===== src/rtl/instq_dual_pkg.sv =====
// Shared types and constants for the dual-issue instruction queue
// and the dispatch / execution units that consume its slots.
package instq_dual_pkg;

    localparam int INST_W_DEF = 32;

    localparam int OPC_LSB = 0;
    localparam int OPC_MSB = 6;
    localparam int RD_LSB  = 7;
    localparam int RD_MSB  = 11;
    localparam int RS1_LSB = 15;
    localparam int RS1_MSB = 19;
    localparam int RS2_LSB = 20;
    localparam int RS2_MSB = 24;

    typedef struct packed {
        logic                  valid;
        logic [INST_W_DEF-1:0] inst;
    } disp_slot_t;

    function automatic logic [OPC_MSB-OPC_LSB:0] inst_opcode(
        input logic [INST_W_DEF-1:0] inst
    );
        return inst[OPC_MSB:OPC_LSB];
    endfunction

endpackage


===== src/rtl/instq_dual_ptr_inc.sv =====
// Ring pointer advance by 0, 1 or 2 with natural power-of-two wrap.
// Shared with the reservation-station queues.
module instq_dual_ptr_inc #(
    parameter int PTR_W = 4
) (
    input  logic [PTR_W-1:0] ptr_i,
    input  logic [1:0]       inc_i,
    output logic [PTR_W-1:0] ptr_o
);

    assign ptr_o = ptr_i + PTR_W'(inc_i);

endmodule


===== src/rtl/instq_dual.sv =====
// Dual-enqueue / dual-dequeue in-order instruction FIFO feeding
// the two dispatch slots, with flush and occupancy flags.
module instq_dual
    import instq_dual_pkg::*;
#(
    parameter int INST_W = INST_W_DEF,
    parameter int DEPTH  = 16,
    localparam int CNT_W = $clog2(DEPTH) + 1
) (
    input  logic              clk,
    input  logic              rst,
    input  logic              flush,
    input  logic              enq_valid1,
    input  logic [INST_W-1:0] enq_inst1,
    input  logic              enq_valid2,
    input  logic [INST_W-1:0] enq_inst2,
    output logic              enq_ready,
    input  logic              stall1,
    input  logic              stall2,
    output logic [INST_W-1:0] inst1,
    output logic              valid1,
    output logic [INST_W-1:0] inst2,
    output logic              valid2,
    output logic [CNT_W-1:0]  count,
    output logic              full,
    output logic              empty
);

    localparam int PTR_W = $clog2(DEPTH);

    logic [INST_W-1:0] mem_q [DEPTH];
    logic [PTR_W-1:0]  head_q, head_d, tail_q, tail_d;
    logic [PTR_W-1:0]  head_p1, tail_p1, head_nx, tail_nx;
    logic [CNT_W-1:0]  count_q, count_d;
    logic              pop1, pop2, acc1, acc2;
    logic [1:0]        npop, npush;

    assign valid1    = count_q != '0;
    assign valid2    = count_q >= CNT_W'(2);
    assign inst1     = valid1 ? mem_q[head_q] : '0;
    assign inst2     = valid2 ? mem_q[head_p1] : '0;
    // Ready looks only at registered occupancy, never at same-cycle pops
    assign enq_ready = count_q <= CNT_W'(DEPTH - 2);
    assign full      = count_q == CNT_W'(DEPTH);
    assign empty     = count_q == '0;
    assign count     = count_q;

    assign pop1  = valid1 & ~stall1;
    assign pop2  = pop1 & valid2 & ~stall2;
    assign acc1  = enq_valid1 & enq_ready;
    assign acc2  = acc1 & enq_valid2;
    assign npop  = {1'b0, pop1} + {1'b0, pop2};
    assign npush = {1'b0, acc1} + {1'b0, acc2};

    instq_dual_ptr_inc #(.PTR_W(PTR_W)) u_head_p1 (
        .ptr_i(head_q), .inc_i(2'd1), .ptr_o(head_p1)
    );
    instq_dual_ptr_inc #(.PTR_W(PTR_W)) u_tail_p1 (
        .ptr_i(tail_q), .inc_i(2'd1), .ptr_o(tail_p1)
    );
    instq_dual_ptr_inc #(.PTR_W(PTR_W)) u_head_nx (
        .ptr_i(head_q), .inc_i(npop), .ptr_o(head_nx)
    );
    instq_dual_ptr_inc #(.PTR_W(PTR_W)) u_tail_nx (
        .ptr_i(tail_q), .inc_i(npush), .ptr_o(tail_nx)
    );

    always_comb begin
        head_d  = head_nx;
        tail_d  = tail_nx;
        count_d = count_q + CNT_W'(npush) - CNT_W'(npop);
        if (flush) begin
            head_d  = '0;
            tail_d  = '0;
            count_d = '0;
        end
    end

    always_ff @(posedge clk or posedge rst) begin
        if (rst) begin
            head_q  <= '0;
            tail_q  <= '0;
            count_q <= '0;
        end else begin
            head_q  <= head_d;
            tail_q  <= tail_d;
            count_q <= count_d;
        end
    end

    always_ff @(posedge clk) begin
        if (acc1 && !flush) mem_q[tail_q] <= enq_inst1;
        if (acc2 && !flush) mem_q[tail_p1] <= enq_inst2;
    end

    always_ff @(posedge clk) begin
        if (!rst) begin
            assert (count_q <= CNT_W'(DEPTH));
            assert (tail_q == head_q + count_q[PTR_W-1:0]);
        end
    end

endmodule

===== config.mk =====
export PLATFORM = sky130hd
export DESIGN_NAME = instq_dual
export DESIGN_NICKNAME = d
export VERILOG_FILES = /design/src/rtl/instq_dual_pkg.sv /design/src/rtl/instq_dual_ptr_inc.sv /design/src/rtl/instq_dual.sv
export SDC_FILE = /design/constraint.sdc
export NUM_CORES = 1
export LEC_CHECK = 0
export CORE_ASPECT_RATIO = 2
export CORE_UTILIZATION = 43
export CTS_CLUSTER_DIAMETER = 30
export DETAILED_ROUTE_END_ITERATION = 10
export PLACE_DENSITY = 0.61
export SETUP_SLACK_MARGIN = 0.2
export SLEW_MARGIN = 30
export SYNTH_ARGS = -nofsm -noshare
export SYNTH_HDL_FRONTEND = slang
export SYNTH_HIERARCHICAL = 1
export SYNTH_SLANG_ARGS = --single-unit

===== constraint.sdc =====
create_clock -name clk -period 5.1 [get_ports clk]
set_input_delay 1.53 -clock clk [delete_from_list [all_inputs] [get_ports clk]]
set_output_delay 1.53 -clock clk [all_outputs]
set_load 0.05 [all_outputs]

==> results.json <==
{
  "run_status": "complete, but fails checks",
  "violations": "negative setup slack",
  "period_needed_ps": 5240,
  "nets": 2100,
  "dpl-instance-area_mm2": 0.0347,
  "final_area_mm2": 0.0390,
  "clock_skew_ps": 20.3,
  "drc_errors": 0,
  "place_hpwl_um": 61300,
  "initial_core_util_pct": 43.6,
  "holdCritStartpoint": "tail_q[0]",
  "critPathArrivalTime_ps": 3710,
  "gp_congestion": 0.801,
  "slew_headroom_pct": 32.0,
  "rsz0062_at_grt": "yes",
  "p_per_area_mw_per_mm2": 564,
  "rows": 140,
  "total_power_mw": 22.0,
  "critPathSlowestCell": "fa_4",
  "crit_fanout": 8,
  "cts-htree-levels": 3,
  "clock_path_buffers": 3,
  "ys.flop_type": "edfxtp_1",
  "drtIter0Drc": 1331,
  "r2r_slack_ps": 850,
  "ioPinCount": 145,
  "finalHoldViolations": 0,
  "mappedNetlistArea_mm2": 0.0318,
  "place_inst": 2801,
  "yosysSeqAreaShare_pct": 49.4,
  "final.setup.tns_ps": -1680,
  "ys_async_sr_fraction_pct": 2.48,
  "reg2regPathDepth": 18,
  "fill_cells": 5835,
  "hold_path_class": "flip-flop to flip-flop",
  "min_path_cells": 2,
  "cts_sinks": 525,
  "grt.total_usage_pct": 27.9,
  "totalWireLength_um": 104000,
  "ys_warn_count": 6,
  "tightestPinTransition_ps": 1020,
  "cts_buffers": 88,
  "rr_endpoint": "count[4]",
  "die_area_mm2": 0.0750,
  "grt_max_degree": 98,
  "grt-ovfl-total": 0,
  "slew_violations": 0,
  "worstSetupStartpointType": "flip-flop",
  "path_clk_slew_ps": 50,
  "fin_ws_ps": -136,
  "multi_input_area_mm2": 0.0157,
  "synth_cell_types": 56,
  "hold_end": "tail_q[0]",
  "vias_per_cell": 6.46,
  "path_cells": "ha_4, fa_4, buf_12, buf_12, buf_16, buf_16, mux4_2, mux2i_2, o22ai_2, buf_6",
  "r2r-start": "count[2]",
  "fp.coreArea_mm2": 0.0729,
  "wire_per_inst_um": 34.6,
  "p_leak_nw": 13.6,
  "ant_nets": 0,
  "dr_total_vias": 19414,
  "area_growth_syn_to_layout_pct": 22.9,
  "setup_viol": 28,
  "instances_no_fill": 3004,
  "irDropWorstVdd_uv": 697,
  "synth_area_per_cell_um2": 17.2,
  "cts_root_buf": "clkbuf_16",
  "maxCapViolations": 0,
  "grt_pass1_vias": 20926,
  "ctsHoldBuffers": 0,
  "first_pass_iters": 5,
  "max_freq_ghz": 0.191,
  "synthCells": 1851,
  "antenna_found_initial": 7,
  "grt_pass1_wl_um": 148000,
  "die_w_um": 194,
  "port_buffers": 144,
  "cp_slowest_stage_delay_ps": 770,
  "drive_gt1_share_pct": 57.1,
  "cp.required_ps": 3570,
  "post-route-period-util_pct": 103,
  "insertion_delay_ps": 670,
  "cp_num_buf_inv": 5,
  "ys_seq_elements": 525,
  "crit_path_end_kind": "output port",
  "cts_tree": "done",
  "regArea_mm2": 0.0157,
  "crit_family": "adder cells",
  "synth_edf_count": 512,
  "fp.dieH_um": 386,
  "critPathKind": "flip-flop to output port"
}
## through the flow
step                worst slack, ps  util, %  hold slack, ps
floorplan                      -103        -             606
global placement                334     47.4             679
detailed placement              323     47.6             690
CTS                            -204     53.3             701
global route                   -180     53.6             776
finish                         -136     53.6             700
## worst register-to-register path, stage by stage (launching register included)
cell	delay (ps)
dfrtp_1	440
inv_1	120
ha_1	170
or4b_4	580
inv_2	140
buf_8	430
nor2_1	130
nand2_1	80
nor2_1	40
ha_1	360
ha_1	320
inv_1	60
ha_1	160
inv_1	70
fa_1	460
nand2b_1	160
a21oi_1	180
o21ai_0	100
a21oi_1	150
## routing by layer
metal	vias to the layer above	track usage [%]	wire length, um
li1	8003	-	-
met1	10317	30.1	36300
met2	800	51.6	56000
met3	286	4.93	5770
met4	8	15.2	5810
met5	-	0	60
## power by group
group          internal, mW  switching (mW)
sequential             4.89          0.0930
combinational          4.73            5.80
clock                  4.19            2.33
## cell families (layout without fill, tap and decap cells)
logic type                 after synthesis  in the layout  share of synthesized area [%]
and+or+nand+nor                         69             70                           1.45
DFF                                    525            525                           49.4
other                                    2             10                         0.0236
AOI/OAI and AO/OA                      135            135                           3.06
buffers and inverters                  226            447                           3.40
adders and majority gates               24             24                           1.09
xor gates and xnor gates                 6              6                          0.165
muxes                                  864            864                           41.4
## worst max-delay path by stage
| stage | start | end | slack [ps] | cells past startpoint |
|---|---|---|---|---|
| finish | head_q[0] | inst2[22] | -140 | 10 |
| global route | head_q[0] | inst2[22] | -180 | 10 |
| CTS | head_q[0] | inst2[22] | -200 | 10 |
| detailed placement | head_q[0] | inst2[29] | 320 | 8 |
| global placement | head_q[0] | inst2[28] | 330 | 8 |
| floorplan | count[4] | mem_q[5][0] | -100 | 6 |
## placed cells by master (no fill, tap or decap), drive strengths merged, types with 19 or more instances in the layout
cell           synthesis  routed
a22oi                 32      32
mux4                 256     256
clkdlybuf4s50          0      79
mux2i                 96      96
clkinv                 2      23
o31ai                 32      32
bufinv                 0      19
edfxtp               512     512
buf                   89     191
o22ai                 32      32
inv                   12      36
mux2                 512     512
clkbuf               123      94
## Yosys cell counts, drive strengths merged (2+ instances only)
library cell,n,area [um^2]
nor2b,8,50.1
nand3b,2,15.0
clkbuf,123,462
nor3,6,55.1
and3,2,12.5
xor2,5,43.8
dfrtp,13,325
nand2,6,22.5
o21ai,11,55.1
fa,6,120
nor2,7,26.3
o21bai,6,45.0
ha,18,225
or3,4,25.0
a21boi,4,30.0
o22ai,32,200
edfxtp,512,15400
conb,2,7.51
or4b,2,20.0
o2bb2ai,4,35.0
clkinv,2,7.51
nand3,5,25.0
inv,12,45.0
or4,6,48.8
mux2,512,6420
mux4,256,5770
buf,89,566
a21oi,7,35.0
mux2i,96,961
o31ai,32,240
or2,2,12.5
nand2b,12,75.1
a22oi,32,240
nor4,2,33.8
## state kept, by name, summed over array words and instances, names as in the netlist
name / flops
head_q: 4
mem_q: 512
count: 5
tail_q: 4
## final cells by class
cell class / count / area share, %
clock buffers: 93 / 5.69
repair buffers: 271 / 8.25
multi-input cells: 1105 / 40.1
diodes: 4 / 0.0256
flip-flops and latches: 525 / 40.2
inverters: 14 / 0.135
clock inverters: 69 / 2.55
well taps: 923 / 2.96
## repair_timing
action | 4_1_cts | 5_1_grt
gates cloned | 11 | 1
resized for setup | 104 | 19
endpoints found under the setup margin | 63 | 34
pin swaps | 13 | 15
buffers inserted | 19 | 6
endpoints found under the hold margin | 0 | 0
Note: power is estimated with default switching activity, not from simulation.
